===== config.mk =====
export PLATFORM = sky130hd
export DESIGN_NAME = gat_bram_load_sched
export DESIGN_NICKNAME = d
export VERILOG_FILES = /design/src/rtl/gat_pkg.sv /design/src/rtl/gat_bram_wr_port.sv /design/src/rtl/gat_bram_load_sched.sv
export SDC_FILE = /design/constraint.sdc
export NUM_CORES = 1
export LEC_CHECK = 0
export ABC_AREA = 1
export CORE_ASPECT_RATIO = 0.6
export CORE_UTILIZATION = 35
export CTS_BUF_LIST = sky130_fd_sc_hd__clkbuf_2
export DETAILED_ROUTE_END_ITERATION = 10
export PLACE_DENSITY_LB_ADDON = 0.05
export SYNTH_ARGS = -nofsm -noshare
export SYNTH_HDL_FRONTEND = slang
export SYNTH_SLANG_ARGS = --single-unit

===== constraint.sdc =====
create_clock -name clk -period 3.9 [get_ports clk]
set_input_delay 0.39 -clock clk [delete_from_list [all_inputs] [get_ports clk]]
set_output_delay 0.39 -clock clk [all_outputs]
set_load 0.01 [all_outputs]

===== src/rtl/gat_pkg.sv =====
// Shared types and helpers for the GAT BRAM load/readout sequencer.
package gat_pkg;

    typedef enum logic [3:0] {
        ST_IDLE     = 4'd0,
        ST_LD_HDATA = 4'd1,
        ST_LD_NINFO = 4'd2,
        ST_LD_WGT   = 4'd3,
        ST_LD_SUBG  = 4'd4,
        ST_WAIT_GAT = 4'd5,
        ST_RD_ADDR  = 4'd6,
        ST_RD_WAIT  = 4'd7,
        ST_RD_OUT   = 4'd8
    } load_state_t;

    // Load phase indices; the first three also index the load_done flags.
    localparam int unsigned PH_HDATA = 0;
    localparam int unsigned PH_NINFO = 1;
    localparam int unsigned PH_WGT   = 2;
    localparam int unsigned PH_SUBG  = 3;
    localparam int unsigned NUM_PH   = 4;
    localparam int unsigned NUM_DONE = 3;

    function automatic int addr_w_f(input int depth);
        return (depth > 1) ? $clog2(depth) : 1;
    endfunction

    function automatic int max_f(input int a, input int b);
        return (a > b) ? a : b;
    endfunction

endpackage


===== src/rtl/gat_bram_wr_port.sv =====
// One BRAM write port: turns the phase enable, stream handshake and shared word
// counter into din/ena/wea/addra, and flags the final word of the phase.
module gat_bram_wr_port
    import gat_pkg::*;
#(
    parameter int TOP_WIDTH = 32,
    parameter int DEPTH     = 4,
    parameter int ADDR_W    = 2,
    parameter int CNT_W     = 2
) (
    input  logic                 phase_en_i,
    input  logic                 wr_i,
    input  logic [CNT_W-1:0]     cnt_i,
    input  logic [TOP_WIDTH-1:0] data_i,
    output logic [TOP_WIDTH-1:0] din_o,
    output logic                 ena_o,
    output logic                 wea_o,
    output logic [ADDR_W+1:0]    addra_o,
    output logic                 last_o
);

    logic we_s;

    assign we_s = phase_en_i & wr_i;

    // Port is idle (all zero) whenever this phase is not writing.
    always_comb begin
        din_o   = {TOP_WIDTH{1'b0}};
        ena_o   = 1'b0;
        wea_o   = 1'b0;
        addra_o = {(ADDR_W + 2){1'b0}};
        last_o  = 1'b0;
        if (we_s) begin
            din_o   = data_i;
            ena_o   = 1'b1;
            wea_o   = 1'b1;
            addra_o = {cnt_i[ADDR_W-1:0], 2'b00};
            last_o  = (cnt_i == CNT_W'(DEPTH - 1));
        end else begin
            last_o  = 1'b0;
        end
    end

endmodule


===== src/rtl/gat_bram_load_sched.sv =====
// Host-side sequencer: scatters one word stream into the four GAT input BRAMs,
// waits for the core, then streams the NEW_FEATURE BRAM back out.
module gat_bram_load_sched
    import gat_pkg::*;
#(
    parameter int TOP_WIDTH          = 32,
    parameter int H_DATA_DEPTH       = 242101,
    parameter int NODE_INFO_DEPTH    = 13264,
    parameter int WEIGHT_DEPTH       = 22928,
    parameter int SUBGRAPH_IDX_DEPTH = 13264,
    parameter int NEW_FEATURE_DEPTH  = 43328,
    localparam int H_DATA_ADDR_W       = addr_w_f(H_DATA_DEPTH),
    localparam int NODE_INFO_ADDR_W    = addr_w_f(NODE_INFO_DEPTH),
    localparam int WEIGHT_ADDR_W       = addr_w_f(WEIGHT_DEPTH),
    localparam int SUBGRAPH_IDX_ADDR_W = addr_w_f(SUBGRAPH_IDX_DEPTH),
    localparam int NEW_FEATURE_ADDR_W  = addr_w_f(NEW_FEATURE_DEPTH),
    localparam int CNT_W = addr_w_f(max_f(max_f(max_f(H_DATA_DEPTH, NODE_INFO_DEPTH),
                                                max_f(WEIGHT_DEPTH, SUBGRAPH_IDX_DEPTH)),
                                          NEW_FEATURE_DEPTH))
) (
    input  logic                           clk,
    input  logic                           rst_n,
    input  logic                           cfg_start,
    input  logic                           cfg_abort,
    input  logic [TOP_WIDTH-1:0]           s_data,
    input  logic                           s_valid,
    output logic                           s_ready,
    output logic [TOP_WIDTH-1:0]           h_data_bram_din,
    output logic                           h_data_bram_ena,
    output logic                           h_data_bram_wea,
    output logic [H_DATA_ADDR_W+1:0]       h_data_bram_addra,
    output logic [TOP_WIDTH-1:0]           h_node_info_bram_din,
    output logic                           h_node_info_bram_ena,
    output logic                           h_node_info_bram_wea,
    output logic [NODE_INFO_ADDR_W+1:0]    h_node_info_bram_addra,
    output logic [TOP_WIDTH-1:0]           wgt_bram_din,
    output logic                           wgt_bram_ena,
    output logic                           wgt_bram_wea,
    output logic [WEIGHT_ADDR_W+1:0]       wgt_bram_addra,
    output logic [TOP_WIDTH-1:0]           subgraph_bram_din,
    output logic                           subgraph_bram_ena,
    output logic                           subgraph_bram_wea,
    output logic [SUBGRAPH_IDX_ADDR_W+1:0] subgraph_bram_addra,
    output logic                           h_data_bram_load_done,
    output logic                           h_node_info_bram_load_done,
    output logic                           wgt_bram_load_done,
    input  logic                           gat_ready,
    output logic [NEW_FEATURE_ADDR_W+1:0]  feat_bram_addrb,
    input  logic [TOP_WIDTH-1:0]           feat_bram_dout,
    output logic [TOP_WIDTH-1:0]           m_data,
    output logic                           m_valid,
    input  logic                           m_ready,
    output logic                           m_last,
    output logic                           busy,
    output logic                           run_done
);

    load_state_t            state_q, state_d;
    logic [CNT_W-1:0]       cnt_q, cnt_d;
    logic [CNT_W-1:0]       rcnt_q, rcnt_d;
    logic [NUM_DONE-1:0]    done_q, done_d;
    logic                   gat_ready_q;
    logic [TOP_WIDTH-1:0]   m_data_q, m_data_d;
    logic                   m_valid_q, m_valid_d;
    logic                   m_last_q, m_last_d;
    logic                   run_done_q, run_done_d;

    logic [NUM_PH-1:0]      ph_en_s;
    logic [NUM_PH-1:0]      wr_last_s;
    logic                   wr_s;
    logic                   gat_rise_s;
    logic                   rd_last_s;

    assign ph_en_s[PH_HDATA] = (state_q == ST_LD_HDATA);
    assign ph_en_s[PH_NINFO] = (state_q == ST_LD_NINFO);
    assign ph_en_s[PH_WGT]   = (state_q == ST_LD_WGT);
    assign ph_en_s[PH_SUBG]  = (state_q == ST_LD_SUBG);

    // Abort wins over a coincident handshake, so it also withdraws s_ready.
    assign s_ready    = (|ph_en_s) & ~cfg_abort;
    assign wr_s       = s_valid & s_ready;
    assign gat_rise_s = gat_ready & ~gat_ready_q;
    assign rd_last_s  = (rcnt_q == CNT_W'(NEW_FEATURE_DEPTH - 1));

    gat_bram_wr_port #(
        .TOP_WIDTH (TOP_WIDTH), .DEPTH (H_DATA_DEPTH), .ADDR_W (H_DATA_ADDR_W), .CNT_W (CNT_W)
    ) u_wr_hdata (
        .phase_en_i (ph_en_s[PH_HDATA]), .wr_i (wr_s), .cnt_i (cnt_q), .data_i (s_data),
        .din_o (h_data_bram_din), .ena_o (h_data_bram_ena), .wea_o (h_data_bram_wea),
        .addra_o (h_data_bram_addra), .last_o (wr_last_s[PH_HDATA])
    );

    gat_bram_wr_port #(
        .TOP_WIDTH (TOP_WIDTH), .DEPTH (NODE_INFO_DEPTH), .ADDR_W (NODE_INFO_ADDR_W), .CNT_W (CNT_W)
    ) u_wr_ninfo (
        .phase_en_i (ph_en_s[PH_NINFO]), .wr_i (wr_s), .cnt_i (cnt_q), .data_i (s_data),
        .din_o (h_node_info_bram_din), .ena_o (h_node_info_bram_ena), .wea_o (h_node_info_bram_wea),
        .addra_o (h_node_info_bram_addra), .last_o (wr_last_s[PH_NINFO])
    );

    gat_bram_wr_port #(
        .TOP_WIDTH (TOP_WIDTH), .DEPTH (WEIGHT_DEPTH), .ADDR_W (WEIGHT_ADDR_W), .CNT_W (CNT_W)
    ) u_wr_wgt (
        .phase_en_i (ph_en_s[PH_WGT]), .wr_i (wr_s), .cnt_i (cnt_q), .data_i (s_data),
        .din_o (wgt_bram_din), .ena_o (wgt_bram_ena), .wea_o (wgt_bram_wea),
        .addra_o (wgt_bram_addra), .last_o (wr_last_s[PH_WGT])
    );

    gat_bram_wr_port #(
        .TOP_WIDTH (TOP_WIDTH), .DEPTH (SUBGRAPH_IDX_DEPTH), .ADDR_W (SUBGRAPH_IDX_ADDR_W), .CNT_W (CNT_W)
    ) u_wr_subg (
        .phase_en_i (ph_en_s[PH_SUBG]), .wr_i (wr_s), .cnt_i (cnt_q), .data_i (s_data),
        .din_o (subgraph_bram_din), .ena_o (subgraph_bram_ena), .wea_o (subgraph_bram_wea),
        .addra_o (subgraph_bram_addra), .last_o (wr_last_s[PH_SUBG])
    );

    // Sequencer next-state, counters, done flags and result register.
    always_comb begin
        state_d    = state_q;
        cnt_d      = cnt_q;
        rcnt_d     = rcnt_q;
        done_d     = done_q;
        m_data_d   = m_data_q;
        m_valid_d  = m_valid_q;
        m_last_d   = m_last_q;
        run_done_d = 1'b0;
        if (cfg_abort) begin
            state_d   = ST_IDLE;
            cnt_d     = {CNT_W{1'b0}};
            rcnt_d    = {CNT_W{1'b0}};
            done_d    = {NUM_DONE{1'b0}};
            m_data_d  = {TOP_WIDTH{1'b0}};
            m_valid_d = 1'b0;
            m_last_d  = 1'b0;
        end else begin
            case (state_q)
                ST_IDLE: begin
                    if (cfg_start) begin
                        state_d = ST_LD_HDATA;
                        done_d  = {NUM_DONE{1'b0}};
                        cnt_d   = {CNT_W{1'b0}};
                        rcnt_d  = {CNT_W{1'b0}};
                    end else begin
                        state_d = ST_IDLE;
                    end
                end
                ST_LD_HDATA: begin
                    if (wr_last_s[PH_HDATA]) begin
                        cnt_d            = {CNT_W{1'b0}};
                        done_d[PH_HDATA] = 1'b1;
                        state_d          = ST_LD_NINFO;
                    end else if (wr_s) begin
                        cnt_d = cnt_q + CNT_W'(1);
                    end else begin
                        cnt_d = cnt_q;
                    end
                end
                ST_LD_NINFO: begin
                    if (wr_last_s[PH_NINFO]) begin
                        cnt_d            = {CNT_W{1'b0}};
                        done_d[PH_NINFO] = 1'b1;
                        state_d          = ST_LD_WGT;
                    end else if (wr_s) begin
                        cnt_d = cnt_q + CNT_W'(1);
                    end else begin
                        cnt_d = cnt_q;
                    end
                end
                ST_LD_WGT: begin
                    if (wr_last_s[PH_WGT]) begin
                        cnt_d          = {CNT_W{1'b0}};
                        done_d[PH_WGT] = 1'b1;
                        state_d        = ST_LD_SUBG;
                    end else if (wr_s) begin
                        cnt_d = cnt_q + CNT_W'(1);
                    end else begin
                        cnt_d = cnt_q;
                    end
                end
                ST_LD_SUBG: begin
                    if (wr_last_s[PH_SUBG]) begin
                        cnt_d   = {CNT_W{1'b0}};
                        state_d = ST_WAIT_GAT;
                    end else if (wr_s) begin
                        cnt_d = cnt_q + CNT_W'(1);
                    end else begin
                        cnt_d = cnt_q;
                    end
                end
                // Only a fresh 0->1 of gat_ready counts; a level left high from before is stale.
                ST_WAIT_GAT: begin
                    if (gat_rise_s) begin
                        state_d = ST_RD_ADDR;
                    end else begin
                        state_d = ST_WAIT_GAT;
                    end
                end
                ST_RD_ADDR: begin
                    state_d = ST_RD_WAIT;
                end
                ST_RD_WAIT: begin
                    state_d   = ST_RD_OUT;
                    m_data_d  = feat_bram_dout;
                    m_valid_d = 1'b1;
                    m_last_d  = rd_last_s;
                end
                ST_RD_OUT: begin
                    if (m_ready) begin
                        m_valid_d = 1'b0;
                        m_last_d  = 1'b0;
                        if (m_last_q) begin
                            state_d    = ST_IDLE;
                            rcnt_d     = {CNT_W{1'b0}};
                            run_done_d = 1'b1;
                        end else begin
                            state_d = ST_RD_ADDR;
                            rcnt_d  = rcnt_q + CNT_W'(1);
                        end
                    end else begin
                        state_d = ST_RD_OUT;
                    end
                end
                default: begin
                    state_d = ST_IDLE;
                end
            endcase
        end
    end

    // State and datapath registers.
    always_ff @(posedge clk or negedge rst_n) begin
        if (!rst_n) begin
            state_q     <= ST_IDLE;
            cnt_q       <= {CNT_W{1'b0}};
            rcnt_q      <= {CNT_W{1'b0}};
            done_q      <= {NUM_DONE{1'b0}};
            gat_ready_q <= 1'b0;
            m_data_q    <= {TOP_WIDTH{1'b0}};
            m_valid_q   <= 1'b0;
            m_last_q    <= 1'b0;
            run_done_q  <= 1'b0;
        end else begin
            state_q     <= state_d;
            cnt_q       <= cnt_d;
            rcnt_q      <= rcnt_d;
            done_q      <= done_d;
            gat_ready_q <= gat_ready;
            m_data_q    <= m_data_d;
            m_valid_q   <= m_valid_d;
            m_last_q    <= m_last_d;
            run_done_q  <= run_done_d;
        end
    end

    assign h_data_bram_load_done      = done_q[PH_HDATA];
    assign h_node_info_bram_load_done = done_q[PH_NINFO];
    assign wgt_bram_load_done         = done_q[PH_WGT];
    assign feat_bram_addrb            = {rcnt_q[NEW_FEATURE_ADDR_W-1:0], 2'b00};
    assign m_data                     = m_data_q;
    assign m_valid                    = m_valid_q;
    assign m_last                     = m_last_q;
    assign busy                       = (state_q != ST_IDLE);
    assign run_done                   = run_done_q;

endmodule

==> flow_metrics.tcl, run 1 <==
set metrics [dict create \
    status "finished, violations left" \
    violations "DRC" \
    grt_max_degree 53 \
    synthXorXnorAreaFrac_pct 0.1548 \
    ys.flop_type "dfrtp_1" \
    die_h_um 100.5 \
    drt_iter0_drc 563 \
    cts_max_level 3 \
    die_area_um2 16690 \
    cts.root.buffer_cell "clkbuf_2" \
    cts.sinks 79 \
    setup.worst_path.end_class "output pin" \
    diodes 0 \
    combPwrFrac_pct 38.1 \
    die_w_um 166.1 \
    io_pins 334 \
    drv_cap 0 \
    cp-start-kind "register" \
    grt_pass1_vias 6149 \
    crit_fanout 46 \
    ant_nets 0 \
    total_power_mw 2.349 \
    r2r_slack_ns 1.34 \
    p_per_area_nw_per_um2 260.7 \
    yosysTopAreaCellShare_pct 34.94 \
    arrival_ns 3.16 \
    synth.top_cells.by_count "248 x nor2_1, 170 x nand2_1, 94 x inv_1" \
    clock_path_buffers 2 \
    track_usage_pct 30.11 \
    synth_area_um2 5658 \
    drt_first_pass_iters 10 \
    hpwl_um 20020 \
    clk_pin_slew_ns 0.23 \
    synthMostInstantiatedCell "nor2_1" \
    nFillCells 1521 \
    drcViolationCount 3 \
    yosysTopAreaCell "dfrtp_1" \
    syn_inst 886 \
    hold_viol 0 \
    setup_violations 0 \
    drv_slew 0 \
    cts_buffers 9 \
    rsz0062_at_grt "false" \
    dpl-instance-area_um2 8832 \
    seqPwrFrac_pct 36.8 \
    start_util_pct 36.29 \
    nNetsFinal 1243 \
    cp.required_ns 3.51 \
    yosys.area_share.adder_pct 0.6634 \
    clk-insertion-delay-late_ns 0.55 \
    power.leakage_nw 3.962 \
    synth-edff-count 0 \
    layout-drive-gt1-share_pct 5.963 \
    synth_top_family_by_area "simple AND/OR/NAND/NOR gates" \
    post-route-period-util_pct 91.07 \
    yosys.area_share.simple_pct 41.97 \
    fin_crit_ns 3.552 \
    placementRows 35 \
    final_cell_area_um2 9011 \
    grt_pass1_wl_um 37680 \
    peakVddDrop_v 0.0001828 \
    synth-seq-area-share_pct 34.94 \
    wl_per_cell_um 18.54 \
    drt-vias-per-instance 4.931 \
    synth_mux_area_share_pct 0 \
    criticalPathCategory "register to output pin" \
    intPower_mw 1.410 \
    fin_setup_tns_ns 0 \
    ys_top_cells_by_area "dfrtp_1 35%, nor2_1 16%, nand2_1 11%" \
    antenna_found_initial 0 \
    syn2layout_area_growth_pct 59.27 \
    port_buffers 323 \
    worstMarginPinSlew_ns 0.8752 \
    synth_cell_type_count 39 \
    synth-compound-area-share_pct 7.740 \
    synth_seq_cells 79 \
    ys.warnings.count 0 \
    power_switching_uw 939.1 \
    post_cts.repair.setup_buffers 0 \
    timing.fmax_ghz 0.2816 \
    maxSlewHeadroom_pct 41.65 \
    switching_share_pct 39.97 \
    timing.final.ws_setup_ns 0.3485 \
    drt_wl_total_um 25540 \
    num_vias 6790 \
    place_ws_ns 0.7009 \
    p_clk_share_pct 25.1 \
    routabilityCongestion 0.9930 \
    skew_ns 0.03907 \
    overflow 0 \
    core_um2 15590 \
    hold_path.class "primary input to register" \
    synthArstFlopShare_pct 100.0 \
    tritoncts "yes" \
    syn_area_per_cell_um2 6.386 \
]
-- final cells by class --
| class | instances | area (µm²) | share of cell area [%] |
|---|---|---|---|
| sequential | 79 | 1977 | 21.94 |
| clock inverter | 7 | 121.4 | 1.347 |
| tap | 203 | 254.0 | 2.819 |
| clock buffer | 9 | 45.04 | 0.4999 |
| inverter | 106 | 400.4 | 4.443 |
| timing repair buffer | 333 | 3308 | 36.71 |
| multi-input combinational | 640 | 2905 | 32.24 |
-- per-stage QoR --
stage          util, %  std cells  hold WS (ns)
6_report         57.80       1377        0.3160
2_1_floorplan        -        895       0.09441
5_1_grt          57.80       1377        0.2657
3_5_place_dp     56.65       1360        0.4587
4_1_cts          57.78       1377        0.2757
3_3_place_gp     56.65       1360        0.4557
-- worst paths after layout --
check,start,end,cells past startpoint
min reg2reg,m_data[22],m_data[22],2
max reg2reg,state_q[3],cnt_q[8],13
max,state_q[3],wgt_bram_din[11],8
min in group asynchronous,rst_n,m_data[20],2
max in group asynchronous,rst_n,rcnt_q[16],3
min,gat_ready,gat_ready_q,1
-- critical path, cell delays in order, from the launching register on --
cell	delay, ns
dfrtp_1	0.50
nor2_2	0.24
inv_2	0.07
nor2_1	0.32
inv_1	0.17
nor2_2	0.30
inv_4	0.25
nor2_1	0.16
clkdlybuf4s50_1	0.60
-- what timing repair did --
item	4_1_cts	5_1_grt
resized for setup	0	2
endpoints found under the hold margin	51	0
endpoints found under the setup margin	0	9
hold buffers	1	0
-- metal layers --
layer,share of wire [%],global-route usage [%],vias to the layer above,wire (µm)
met5,0,0,-,0
met4,1.3,6.686,0,332
met3,10,9.580,26,2635
met2,44,44.92,303,11140
met1,45,42.38,3169,11430
li1,-,-,3292,-
-- cell usage in the layout (no fill, tap or decap), types with 6 or more instances in the layout --
master	instances
inv_2	12
nand3_2	9
inv_1	93
conb_1	10
clkdlybuf4s50_1	322
nor3_1	11
a31oi_1	6
o21ai_1	14
nor2_2	6
o21ai_0	12
dfrtp_1	79
nand2_2	6
clkbuf_2	9
nand4_1	13
a21oi_1	28
nor2_1	247
nand3_1	78
buf_4	10
nand2_1	170
-- sequential cells by signal, indices dropped and copies added (netlist names) --
register / flops
cnt_q: 18
done_q: 3
gat_ready_q: 1
m_data: 32
m_last: 1
m_valid: 1
rcnt_q: 18
run_done: 1
state_q: 4
-- kinds of logic (layout without fill, tap and decap cells) --
logic type / after synthesis / after routing
other: 1 / 10
adder cells (fa/ha/maj): 3 / 3
buffers and inverters: 176 / 455
flip-flops: 79 / 79
XOR/XNOR: 1 / 1
AND/OR/NAND/NOR: 551 / 551
AO/OA/AOI/OAI: 75 / 75
-- power groups by stage --
stage,Sequential (mW),Clock [mW],Combinational [mW]
floorplan,0.875,0,0.555
global placement,0.879,0,0.869
detailed placement,0.879,0,0.870
CTS,0.865,0.610,0.875
global route,0.869,0.642,0.969
finish,0.865,0.589,0.895
Note: power is estimated with default switching activity, not from simulation.
==> run 2, diff against run 1 <==
--- a/config.mk
+++ b/config.mk
@@ -6,11 +6,12 @@
 export NUM_CORES = 1
 export LEC_CHECK = 0
 export ABC_AREA = 1
-export CORE_ASPECT_RATIO = 0.6
 export CORE_UTILIZATION = 35
 export CTS_BUF_LIST = sky130_fd_sc_hd__clkbuf_2
 export DETAILED_ROUTE_END_ITERATION = 10
 export PLACE_DENSITY_LB_ADDON = 0.05
+export REMOVE_ABC_BUFFERS = 1
 export SYNTH_ARGS = -nofsm -noshare
 export SYNTH_HDL_FRONTEND = slang
 export SYNTH_SLANG_ARGS = --single-unit
+export TNS_END_PERCENT = 50
==> run 2 against run 1 <==
Net effect:
- the run now ends clean
- via count fell by 2.4%
- critical path depth did not move
- cell count rose by 0.87%
- clock skew fell by 0.0082 ns
- sequential power barely moved
- largest cell class unchanged
==> flow_metrics.tcl, run 2 (same netlist as run 1, synthesis figures left out) <==
set metrics [dict create \
    final_common_cell "clkdlybuf4s50_1" \
    r2r_start "state_q[3]" \
    r2r_cells 12 \
    cp-start-kind "register" \
    status "completed" \
    largest_reg_flops 32 \
    cts.root.buffer_cell "clkbuf_2" \
    min_from "gat_ready" \
    nFillCells 1560 \
    worstMarginPinSlew_ns 1.016 \
    nNetsFinal 1242 \
    setup_violations 0 \
    skew_ns 0.03087 \
    diodes 0 \
    grt_max_degree 80 \
    cts_max_level 3 \
    wl_per_cell_um 16.10 \
    peakVddDrop_v 0.0001681 \
    routabilityCongestion 0.9000 \
    die_w_um 129.1 \
    ctsHoldBuffers 1 \
    rsz0062_at_grt "false" \
    cp.buffers_inverters 4 \
    power.leakage_nw 3.954 \
    r2r_end "state_q[1]" \
    clock_path_buffers 2 \
    core_um2 15830 \
    final_cell_mix "322 x clkdlybuf4s50_1, 247 x nor2_1, 169 x nand2_1" \
    cts.repair.resized 0 \
    die_area_um2 16680 \
    grt_pass1_vias 5885 \
    io_pins 334 \
    r2r_slack_ns 1.41 \
    overflow 0 \
    layout-drive-gt1-share_pct 5.882 \
    die_h_um 129.1 \
    slowest_stage "clkdlybuf4s50_1" \
    clk_pin_slew_ns 0.24 \
    clk-insertion-delay-late_ns 0.55 \
    drt_wl_total_um 22360 \
    num_vias 6627 \
    arrival_ns 3.08 \
    port_buffers 323 \
    grt_pass1_wl_um 33770 \
    drcViolationCount 0 \
    start_util_pct 35.75 \
    crit_path_max_incr_delay_ns 0.56 \
    setup.worst_path.end_class "output pin" \
    track_usage_pct 26.62 \
    timing.fmax_ghz 0.2881 \
    tritoncts "yes" \
    critical-path-top-delay-family "buffers and inverters" \
    ant_nets 0 \
    min_to "gat_ready_q" \
    drv_cap 0 \
    whs_path_depth 1 \
    fin_setup_tns_ns 0 \
    hpwl_um 17290 \
    placementRows 46 \
    p_per_area_nw_per_um2 254.7 \
    antenna_found_initial 1 \
    drt_iter0_drc 402 \
    crit_chain "nor2_2, inv_2, nor2_1, inv_1, nor2_2, inv_2, nor2_1, clkdlybuf4s50_1" \
    cts.sinks 79 \
    post-route-util_pct 56.98 \
    hold_viol 0 \
    crit_fanout 46 \
    syn2layout_area_growth_pct 59.40 \
    cp.required_ns 3.51 \
    fin_crit_ns 3.470 \
    cts_buffers 9 \
    drt_first_pass_iters 8 \
    drv_slew 0 \
    post_cts.repair.setup_buffers 0 \
    criticalPathCategory "register to output pin" \
    hold_path.class "primary input to register" \
    maxSlewHeadroom_pct 32.25 \
    post-route-period-util_pct 88.99 \
    drt-vias-per-instance 4.771 \
]
==> run 2: changes by cell type in the layout (fill, tap and decap cells not counted), sizes merged <==
cell | previous run | this run
clkinvlp | 0 | 1
inv | 106 | 107
clkinv | 4 | 2
buf | 10 | 9
==> run 2: layout make-up <==
type	count	area (µm²)	share of cell area, %
Clock buffer	9	45.04	0.4994
Clock inverter	7	120.1	1.332
Inverter	106	397.9	4.412
Multi-Input combinational cell	640	2908	32.24
Sequential cell	79	1977	21.92
Tap cell	216	270.3	2.997
Timing Repair Buffer	332	3301	36.60
==> run 2: worst reg2reg max path, cell delays in order, from the launching register on <==
cell	delay (ns)
dfrtp_1	0.50
nor2_2	0.25
nand2_2	0.12
nand2_4	0.11
nand3_4	0.17
inv_2	0.11
buf_4	0.25
nand2_1	0.13
nand2_1	0.13
nand3_4	0.25
nand2_4	0.22
nand3_1	0.09
o21ai_1	0.11
==> run 2: worst max path at each step <==
stage	to	startpoint	cells after the start	slack (ns)
floorplan	subgraph_bram_ena	cfg_abort	5	0.69
global placement	s_ready	cfg_abort	7	0.84
detailed placement	s_ready	cfg_abort	7	0.84
CTS	h_data_bram_addra[17]	state_q[3]	8	0.37
global route	wgt_bram_din[3]	state_q[3]	8	0.14
finish	wgt_bram_din[8]	state_q[3]	8	0.43
==> run 2: per-stage QoR <==
step	power, mW	hold WS [ns]	setup slack [ns]	instance area [µm²]	cells
finish	2.297	0.3416	0.4296	9019	1389
global placement	1.717	0.4536	0.8355	8843	1372
global route	2.447	0.2730	0.1405	9019	1389
floorplan	1.376	0.09441	0.6876	5271	825
CTS	2.317	0.2754	0.3675	9019	1389
detailed placement	1.718	0.4575	0.8364	8843	1372
==> run 2: routing by layer <==
layer	GRT usage [%]	vias up	part of all wire (%)
met5	0	-	0.058
met4	7.543	2	1.5
met3	5.078	22	7.8
met2	43.45	264	47
met1	35.84	3054	43
li1	-	3285	-
==> run 2: power by group <==
| group | leakage (nW) | internal, mW | switching (mW) |
|---|---|---|---|
| combinational | 2.76 | 0.289 | 0.556 |
| sequential | 1.10 | 0.842 | 0.0215 |
| clock | 0.0925 | 0.278 | 0.310 |
